## src/rtl/radix2_seq_multiplier.sv

```systemverilog
// radix2_seq_multiplier
// Sequential shift-and-add multiplier. It processes one multiplier bit per clock.
// An accepted operation spends WIDTH cycles in CALC and one cycle in DONE.
//
// Optional feature: defining the macro SIGNED_MULT_EN adds the signed_mode port.
// When signed_mode=1 is sampled on the accepting edge, the multiplier uses
// radix-2 Booth recoding for two's-complement operands.
//
// Ports:
//   clk          rising-edge clock
//   rst          asynchronous active-high reset
//   start        operation request, accepted only in IDLE when abort=0
//   abort        cancels an operation in CALC; ignored in DONE
//   a            multiplicand, sampled on the accepting edge
//   b            multiplier, sampled on the accepting edge
//   signed_mode  two's-complement select (SIGNED_MULT_EN builds only)
//   busy         high in CALC and DONE
//   done         one-cycle pulse, product valid
//   product      {accumulator, multiplier register}; held until the next accept

module radix2_seq_multiplier #(
  parameter int unsigned WIDTH = 8
) (
  input  logic               clk,
  input  logic               rst,
  input  logic               start,
  input  logic               abort,
  input  logic [WIDTH-1:0]   a,
  input  logic [WIDTH-1:0]   b,
`ifdef SIGNED_MULT_EN
  input  logic               signed_mode,
`endif
  output logic               busy,
  output logic               done,
  output logic [2*WIDTH-1:0] product
);

  localparam int unsigned CntW = $clog2(WIDTH + 1);

  typedef enum logic [1:0] {StIdle, StCalc, StDone} state_e;

  state_e           state_q;
  logic [CntW-1:0]  cnt_q;
  logic [WIDTH-1:0] mcand_q;
  logic [WIDTH-1:0] acc_q;
  logic [WIDTH-1:0] mplier_q;
  logic             busy_q;
  logic             done_q;
`ifdef SIGNED_MULT_EN
  logic             signed_q;
  logic             qm1_q;
`endif

  // The sum is one bit wider than the accumulator.
  // In unsigned mode the top bit is the carry, and the right shift moves it into the accumulator MSB.
  // In Booth mode the top bit is the true sign, so the same shift is arithmetic.
  logic [WIDTH:0] sum;

  always_comb begin
    sum = {1'b0, acc_q};
`ifdef SIGNED_MULT_EN
    if (signed_q) begin
      unique case ({mplier_q[0], qm1_q})
        2'b01:   sum = {acc_q[WIDTH-1], acc_q} + {mcand_q[WIDTH-1], mcand_q};
        2'b10:   sum = {acc_q[WIDTH-1], acc_q} - {mcand_q[WIDTH-1], mcand_q};
        default: sum = {acc_q[WIDTH-1], acc_q};
      endcase
    end else if (mplier_q[0]) begin
      sum = {1'b0, acc_q} + {1'b0, mcand_q};
    end
`else
    if (mplier_q[0]) begin
      sum = {1'b0, acc_q} + {1'b0, mcand_q};
    end
`endif
  end

  always_ff @(posedge clk or posedge rst) begin
    if (rst) begin
      state_q  <= StIdle;
      cnt_q    <= '0;
      mcand_q  <= '0;
      acc_q    <= '0;
      mplier_q <= '0;
      busy_q   <= 1'b0;
      done_q   <= 1'b0;
`ifdef SIGNED_MULT_EN
      signed_q <= 1'b0;
      qm1_q    <= 1'b0;
`endif
    end else begin
      unique case (state_q)
        StIdle: begin
          done_q <= 1'b0;
          if (start && !abort) begin
            mcand_q  <= a;
            mplier_q <= b;
            acc_q    <= '0;
            cnt_q    <= CntW'(WIDTH);
            busy_q   <= 1'b1;
            state_q  <= StCalc;
`ifdef SIGNED_MULT_EN
            signed_q <= signed_mode;
            qm1_q    <= 1'b0;
`endif
          end
        end
        StCalc: begin
          if (abort) begin
            busy_q  <= 1'b0;
            state_q <= StIdle;
          end else begin
            acc_q    <= sum[WIDTH:1];
            mplier_q <= {sum[0], mplier_q[WIDTH-1:1]};
            cnt_q    <= cnt_q - CntW'(1);
`ifdef SIGNED_MULT_EN
            qm1_q    <= mplier_q[0];
`endif
            if (cnt_q == CntW'(1)) begin
              done_q  <= 1'b1;
              state_q <= StDone;
            end
          end
        end
        StDone: begin
          // abort is deliberately not examined here
          done_q  <= 1'b0;
          busy_q  <= 1'b0;
          state_q <= StIdle;
        end
        default: begin
          done_q  <= 1'b0;
          busy_q  <= 1'b0;
          state_q <= StIdle;
        end
      endcase
    end
  end

  assign busy    = busy_q;
  assign done    = done_q;
  assign product = {acc_q, mplier_q};

endmodule
```

## config.mk

```make
export PLATFORM = sky130hd
export DESIGN_NAME = radix2_seq_multiplier
export DESIGN_NICKNAME = d
export VERILOG_FILES = /design/src/rtl/radix2_seq_multiplier.sv
export SDC_FILE = /design/constraint.sdc
export NUM_CORES = 1
export LEC_CHECK = 0
export ABC_AREA = 1
export BUFFER_PORTS_ARGS = -buffer_cell sky130_fd_sc_hd__buf_4
export CORE_UTILIZATION = 40
export CTS_CLUSTER_DIAMETER = 100
export DETAILED_ROUTE_END_ITERATION = 16
export PLACE_DENSITY = 0.64
export SYNTH_ARGS = -nofsm -noshare
export SYNTH_HDL_FRONTEND = slang
export SYNTH_SLANG_ARGS = --single-unit
```

## constraint.sdc

```tcl
create_clock -name clk -period 1.6 [get_ports clk]
set_input_delay 0.24 -clock clk [delete_from_list [all_inputs] [get_ports clk]]
set_output_delay 0.24 -clock clk [all_outputs]
set_load 0.02 [all_outputs]
```

==> results of run 1 <==
==> where the power goes <==
part	switching, mW	internal (mW)
Sequential	0.205	1.08
Clock	0.307	0.462
Combinational	1.13	0.872
==> final timing paths <==
kind | end | slack (ps) | cells past startpoint
min in group clk | mcand_q[7] | 150 | 3
max | acc_q[3] | 10 | 11
min | mplier_q[3] | 40 | 3
min reg2reg | busy | 480 | 2
max reg2reg | acc_q[3] | 10 | 11
max in group asynchronous | acc_q[1] | 1240 | 3
==> cell usage after synthesis, types with 2 or more instances <==
master    count  area share
nand2_1      75        0.15
dfrtp_1      32        0.44
inv_1        29       0.059
nor2_1       17       0.035
o21ai_0      13       0.035
nand3_1      12       0.033
ha_1         10       0.068
a21oi_1       7       0.019
o211ai_1      7       0.029
or2_2         4       0.014
buf_2         3      0.0082
o31ai_1       3       0.012
inv_4         2      0.0068
nand2_4       2       0.012
o21a_1        2      0.0082
o22ai_1       2      0.0068
==> final cells by class <==
type / count / area (sq um)
inverters: 33 / 128.9
multi-input cells: 164 / 943.4
clock inverters: 2 / 35.03
clock buffers: 6 / 72.57
fillers: 416 / 1976
repair buffers: 48 / 360.3
flip-flops and latches: 32 / 803.3
well taps: 52 / 65.06
==> layer usage <==
metal	vias to the layer above	global-route usage	wire [um]
met3	5	0.03634	176
met4	0	0.08444	51
li1	850	-	-
met5	-	0	0
met2	29	0.2999	2052
met1	746	0.2416	1858
==> logic make-up (layout without fill, tap and decap cells) <==
family          after synthesis  in the layout
xor+xnor                      1              1
fa+ha+maj                    11             11
simple gates                115            115
flops                        32             32
compound gates               37             37
buf+inv                      38             89
==> sequential cells by signal (all words and copies together) (netlist names) <==
register / count
mplier_q: 8
state_q: 2
acc_q: 8
mcand_q: 8
busy: 1
done: 1
cnt_q: 4
==> worst register-to-register path, delay by kind of cell, from the launching register on <==
kind                     cells  cell delay, ps
AND/OR/NAND/NOR              7             580
buffers and inverters        2              90
adder cells (fa/ha/maj)      2             480
flip-flops                   1             390
==> timing repair <==
action	in CTS	in global routing
gates resized for setup	1	8
buffers inserted	1	0
pin swaps	1	3
endpoints found under the setup margin	1	6
==> through the flow <==
step / util / power, mW
2_1_floorplan: - / 2.489
3_3_place_gp: 0.5114 / 3.122
3_5_place_dp: 0.5114 / 3.149
4_1_cts: 0.5382 / 3.959
5_1_grt: 0.5494 / 4.391
6_report: 0.5494 / 4.053
==> qor.yml, run 1 <==
floorplan:
  die-height_um: 69.70
  ios: 38
  core_sq_mm: 0.004384
  initial_core_util: 0.4181
  dieArea_sq_mm: 0.004857
  num_rows: 24
  die_w_um: 69.70
synth:
  synth_top_family_by_area: "simple AND/OR/NAND/NOR gates"
  synthCells: 234
  synthAdderAreaFrac: 0.07918
  synth-edff-count: 0
  syn_avg_cell_area_sq_um: 7.833
  synth_ff_type: "dfrtp_1"
  synth_compound_area_frac: 0.1215
  ys_ff_latch: 32
  async_flop_share: 1.000
  ys_types: 30
  synth_fp_nets: 265
  yosys.area_share.xor_xnor: 0.004778
  synth_warnings: 0
  synth_area_sq_mm: 0.001833
  synth-simple-area-share: 0.2689
  seq_area_frac_synth: 0.4369
  muxShareOfSynthArea: 0
critical_path:
  cp.buffers_inverters: 2
  slowest_stage: "dfrtp_1"
  critPathArrivalTime_ps: 1820
  path_delay_family: "simple AND/OR/NAND/NOR gates"
  critPathMaxFanout: 3
  critical_path_class: "reg2reg"
  cp_cell_sequence: "ha_4 > inv_2 > fa_2 > inv_1 > nand2_1 > nand2_2 > nand2_2 > or2_4 > nand3_2 > nand2_1 > nand2_1"
  start_kind: "register"
  cp-end-kind: "register"
  crit_start: "mcand_q[0]"
  required_ps: 1830
  cpMostUsedCell: "nand2_1"
  cpPeakStageDelay_ps: 390
  reg2reg_from: "mcand_q[0]"
pwr:
  ir_drop_v: 0.0007087
  p_leak_nw: 1.262
  power_density_mw_per_mm2: 1683
run_status:
  outcome: "complete, no violations"
sta:
  worstMarginPinSlew_ps: 404.5
  slew_viol_final: 0
  setup_slack_ps: 12.01
  fin_skew_ps: 5.223
  hold_violations: 0
  period_share: 0.9925
  rsz0062_at_grt: "true"
  setup_viol: 0
  slew_headroom: 0.7303
  fmax_mhz: 629.7
  tns_ps: 0
  timing.hold.ws_ps: 43.62
  post-route-min-period_ps: 1588
hold_path:
  hold_path_class: "in2async"
clocking:
  path_clk_slew_ps: 70
  clock_latency_ps: 280
  clkSinkCount: 32
  htree_levels: 2
  cts-root-buf: "clkbuf_8"
  cts_buffers: 5
  postCtsHoldBufs: 0
  cts_tree: "done"
  ctsLongestPathBuffers: 2
cells_and_area:
  mostFrequentLayoutCells: "nand2_1 (73), buf_4 (48), dfrtp_1 (30)"
  fin_area_sq_mm: 0.002409
  fin_nets: 315
  area_growth_pct: 31.40
  stdcell_count: 337
  drive_gt1_frac: 0.2877
  diodes: 0
  layout_commonest_cell: "nand2_1"
route:
  routedWlPerCell_um: 12.28
  antenna_left: 0
  drt-initial-drc-count: 69
  drc: 0
  vias: 1630
  via_per_inst: 4.837
  firstDrtPassIters: 4
  drt-total-wl_um: 4138
global_routing:
  overflow: 0
  grt_pass1_wl_um: 7100
  antenna_found_initial: 0
  first_global_vias: 1636
  grt_start_max_net_pins: 33
  grtUsageTotal: 0.1859
flow_run:
  max_cap_viol_count: 0
placement:
  place_congestion: 0.8853
  dp_cells: 328
  dp_hpwl_um: 2957
  dpl_cell_area_sq_mm: 0.002242
  post-place-ws_ps: -8.106
  portBuffers: 37
Power figures use the tool's default switching activity.
==> run 2: changes to the inputs <==
Settings changed: PLACE_DENSITY 0.64 to 0.66.
==> qor.yml, run 2 (synthesized netlist as in run 1, its figures left out) <==
run_status:
  outcome: "complete, no violations"
cells_and_area:
  top_regs: "acc_q: 8 flops, mcand_q: 8 flops, mplier_q: 8 flops"
  drive_gt1_frac: 0.2951
  fillers: 429
  diodes: 0
  stdcell_count: 340
  layout_commonest_cell: "nand2_1"
  mostFrequentLayoutCells: "nand2_1 (72), buf_4 (51), dfrtp_1 (30)"
  fin_nets: 318
  area_growth_pct: 31.60
sta:
  fmax_mhz: 634.0
  rsz0062_at_grt: "true"
  setup_slack_ps: 22.78
  tns_ps: 0
  period_share: 0.9858
  slew_headroom: 0.7241
  worstMarginPinSlew_ps: 413.8
  timing.hold.ws_ps: 38.38
  fin_skew_ps: 9.071
  slew_viol_final: 0
  hold_violations: 0
  setup_viol: 0
  post-route-min-period_ps: 1577
route:
  drt-initial-drc-count: 92
  vias: 1639
  drc: 0
  firstDrtPassIters: 4
  antenna_left: 0
  routedWlPerCell_um: 12.18
  via_per_inst: 4.821
  drt-total-wl_um: 4140
global_routing:
  overflow: 0
  first_global_vias: 1616
  antenna_found_initial: 0
  grt_pass1_wl_um: 7162
  grt_start_max_net_pins: 33
  grtUsageTotal: 0.1878
critical_path:
  critPathMaxFanout: 3
  slowest_stage: "dfrtp_1"
  start_kind: "register"
  cpMostUsedCell: "nand2_2"
  cp.buffers_inverters: 2
  cp-end-kind: "register"
  path_delay_family: "simple AND/OR/NAND/NOR gates"
  required_ps: 1830
  cpPeakStageDelay_ps: 400
  reg2reg_from: "mcand_q[0]"
  crit_start: "mcand_q[0]"
  critPathArrivalTime_ps: 1810
  cp_cell_sequence: "ha_4 > inv_2 > fa_2 > inv_2 > nand2_2 > nand2_2 > nand2_2 > or2_4 > nand3_2 > nand2_1 > nand2_1"
  critical_path_class: "reg2reg"
floorplan:
  die-height_um: 69.70
  dieArea_sq_mm: 0.004857
  initial_core_util: 0.4181
  core_sq_mm: 0.004384
  num_rows: 24
  ios: 38
  die_w_um: 69.70
placement:
  dp_hpwl_um: 3013
  post-place-ws_ps: -13.92
  place_congestion: 0.8706
  dp_cells: 328
  portBuffers: 37
clocking:
  postCtsHoldBufs: 0
  clkSinkCount: 32
  cts-root-buf: "clkbuf_8"
  htree_levels: 2
  cts_tree: "done"
  ctsLongestPathBuffers: 2
  cts_buffers: 5
  clock_latency_ps: 290
  path_clk_slew_ps: 70
pwr:
  p_leak_nw: 1.276
  power.total_mw: 4.050
  power_density_mw_per_mm2: 1679
  ir_drop_v: 0.0007113
flow_run:
  max_cap_viol_count: 0
hold_path:
  hold_path_class: "in2async"
## run 2: changes by cell type in the layout (fill, tap and decap cells not counted), sizes merged
cell  delta
buf      +3
## run 2: layer usage
layer / vias to the layer above / wire (um) / track usage
li1: 854 / - / -
met1: 744 / 1969 / 0.2493
met2: 33 / 1902 / 0.2945
met3: 8 / 190 / 0.05087
met4: 0 / 77 / 0.06889
met5: - / 0 / 0
## run 2: final timing paths
path | endpoint | slack [ps] | depth (start not counted)
worst max-delay path | acc_q[3] | 20 | 11
worst min-delay path | cnt_q[1] | 40 | 3
worst max register to register | acc_q[3] | 20 | 11
worst min register to register | mcand_q[4] | 490 | 2
max in group asynchronous | acc_q[1] | 1250 | 3
min in group clk | mcand_q[7] | 160 | 3
## run 2: through the flow
stage / util / cell area (sq um)
2_1_floorplan: - / 1858
3_3_place_gp: 0.5114 / 2242
3_5_place_dp: 0.5114 / 2242
4_1_cts: 0.5411 / 2372
5_1_grt: 0.5502 / 2412
6_report: 0.5502 / 2412
## run 2: power by group
part | internal [mW] | total [mW] | switching, mW
sequential | 1.08 | 1.27 | 0.190
clock | 0.462 | 0.767 | 0.305
combinational | 0.877 | 2.02 | 1.14
total | 2.42 | 4.05 | 1.63
## run 2: area by class of cell
class / instances / area [sq um] / area share
multi-input combinational: 164 / 924.6 / 0.3833
timing repair buffer: 51 / 382.9 / 0.1587
tap: 52 / 65.06 / 0.02697
inverter: 33 / 128.9 / 0.05342
clock buffer: 6 / 72.57 / 0.03008
clock inverter: 2 / 35.03 / 0.01452
sequential: 32 / 803.3 / 0.3330
## run 2: what timing repair did
item	4_1_cts	5_1_grt
pin swaps	1	4
resized for setup	2	7
setup endpoints to repair	3	6
setup buffers	2	2
## run 2: worst reg2reg max path: cells and delay by family, from the launching register on
kind          cells  cell delay (ps)
simple gates      7              530
fa+ha+maj         2              490
flops             1              400
buf+inv           2               90
==> run 3: changes to the inputs <==
==> constraint.sdc (replaced) <==
create_clock -name clk -period 1.6 [get_ports clk]
set_input_delay 0.32 -clock clk [delete_from_list [all_inputs] [get_ports clk]]
set_output_delay 0.32 -clock clk [all_outputs]
set_load 0.02 [all_outputs]
==> qor.yml, run 3 (synthesized netlist as in run 1, its figures left out) <==
pwr:
  p_leak_nw: 1.257
  power_density_mw_per_mm2: 1627
  ir_drop_v: 0.0007461
cells_and_area:
  top_regs: "acc_q: 8 flops, mcand_q: 8 flops, mplier_q: 8 flops"
  layout_commonest_cell: "nand2_1"
  fin_area_sq_mm: 0.002399
  drive_gt1_frac: 0.2892
  mostFrequentLayoutCells: "nand2_1 (72), buf_4 (50), dfrtp_1 (30)"
  diodes: 0
  fin_nets: 317
  final_util: 0.5471
  area_growth_pct: 30.85
route:
  routedWlPerCell_um: 12.01
  vias: 1630
  drt-initial-drc-count: 80
  drt-total-wl_um: 4071
  via_per_inst: 4.808
  drc: 0
  firstDrtPassIters: 4
  antenna_left: 0
clocking:
  ctsLongestPathBuffers: 2
  path_clk_slew_ps: 70
  clock_latency_ps: 290
  cts-root-buf: "clkbuf_8"
  clkSinkCount: 32
  cts_buffers: 5
  cts_tree: "done"
  postCtsHoldBufs: 0
  htree_levels: 2
critical_path:
  cp-end-kind: "register"
  critical_path_class: "reg2reg"
  reg2reg_slack_ps: 10
  critPathArrivalTime_ps: 1820
  start_kind: "register"
  critPathMaxFanout: 3
  required_ps: 1830
placement:
  portBuffers: 37
  place_congestion: 0.8563
  dp_hpwl_um: 3018
  dpl_cell_area_sq_mm: 0.002242
floorplan:
  num_rows: 24
  core_sq_mm: 0.004384
  dieArea_sq_mm: 0.004857
  die-height_um: 69.70
  ios: 38
  initial_core_util: 0.4181
  die_w_um: 69.70
global_routing:
  grtUsageTotal: 0.1815
  grt_start_max_net_pins: 33
  grt_pass1_wl_um: 6879
  antenna_found_initial: 0
  overflow: 0
  first_global_vias: 1597
run_status:
  outcome: "complete, no violations"
sta:
  hold_violations: 0
  rsz0062_at_grt: "true"
  setup_viol: 0
  period_share: 0.9913
  post-route-min-period_ps: 1586
  slew_headroom: 0.7210
  tns_ps: 0
  fin_skew_ps: 8.719
  slew_viol_final: 0
  timing.hold.ws_ps: 119.9
  worstMarginPinSlew_ps: 418.4
  fmax_mhz: 630.5
hold_path:
  hold_path_class: "in2async"
flow_run:
  max_cap_viol_count: 0
==> run 3: layout make-up <==
class / instances / area [sq um]
fillers: 425 / 1986
inverters: 33 / 128.9
repair buffers: 50 / 375.4
clock inverters: 1 / 5.005
flip-flops and latches: 32 / 803.3
clock buffers: 7 / 76.32
multi-input cells: 164 / 944.7
well taps: 52 / 65.06
==> run 3: repair_timing <==
action                                  CTS  global route
endpoints found under the hold margin     0             0
pin swaps                                 1             3
endpoints found under the setup margin    1             6
setup buffers                             3             0
resized for setup                         1             8
==> run 3: path summary, 6_finish.rpt <==
| path | start | to | depth (start not counted) |
|---|---|---|---|
| max | mcand_q[0] | acc_q[3] | 11 |
| min | rst | mplier_q[7] | 3 |
| max reg2reg | mcand_q[0] | acc_q[3] | 11 |
| min in group clk | a[7] | mcand_q[7] | 3 |
| max in group asynchronous | rst | acc_q[1] | 3 |
| min reg2reg | busy | busy | 2 |
==> run 3: power by group <==
group / total, mW / switching (mW) / internal (mW)
clock network: 0.604 / 0.299 / 0.305
registers: 1.31 / 0.236 / 1.08
logic: 1.98 / 1.09 / 0.899
==> run 3: through the flow <==
stage | setup slack, ps | std cells | power (mW)
detailed placement | -12.66 | 328 | 3.170
global placement | 31.36 | 328 | 3.144
floorplan | -11.12 | 234 | 2.489
global route | -82.17 | 339 | 4.222
finish | 13.85 | 339 | 3.901
CTS | 1.915 | 339 | 3.828
==> run 3: routing by layer <==
| layer | vias up | track usage | wire length [um] |
|---|---|---|---|
| li1 | 851 | - | - |
| met5 | - | 0 | 0 |
| met4 | 0 | 0.07556 | 73 |
| met1 | 755 | 0.2301 | 1964 |
| met3 | 5 | 0.04651 | 120 |
| met2 | 19 | 0.2945 | 1913 |
==> run 3: worst max-delay path, cell delays in order (launching register included) <==
cell	delay, ps
dfrtp_1	390
ha_4	150
inv_2	30
fa_2	340
inv_2	60
nand2_2	40
nand2_2	60
nand2_2	60
or2_4	230
nand3_2	50
nand2_1	50
nand2_1	50
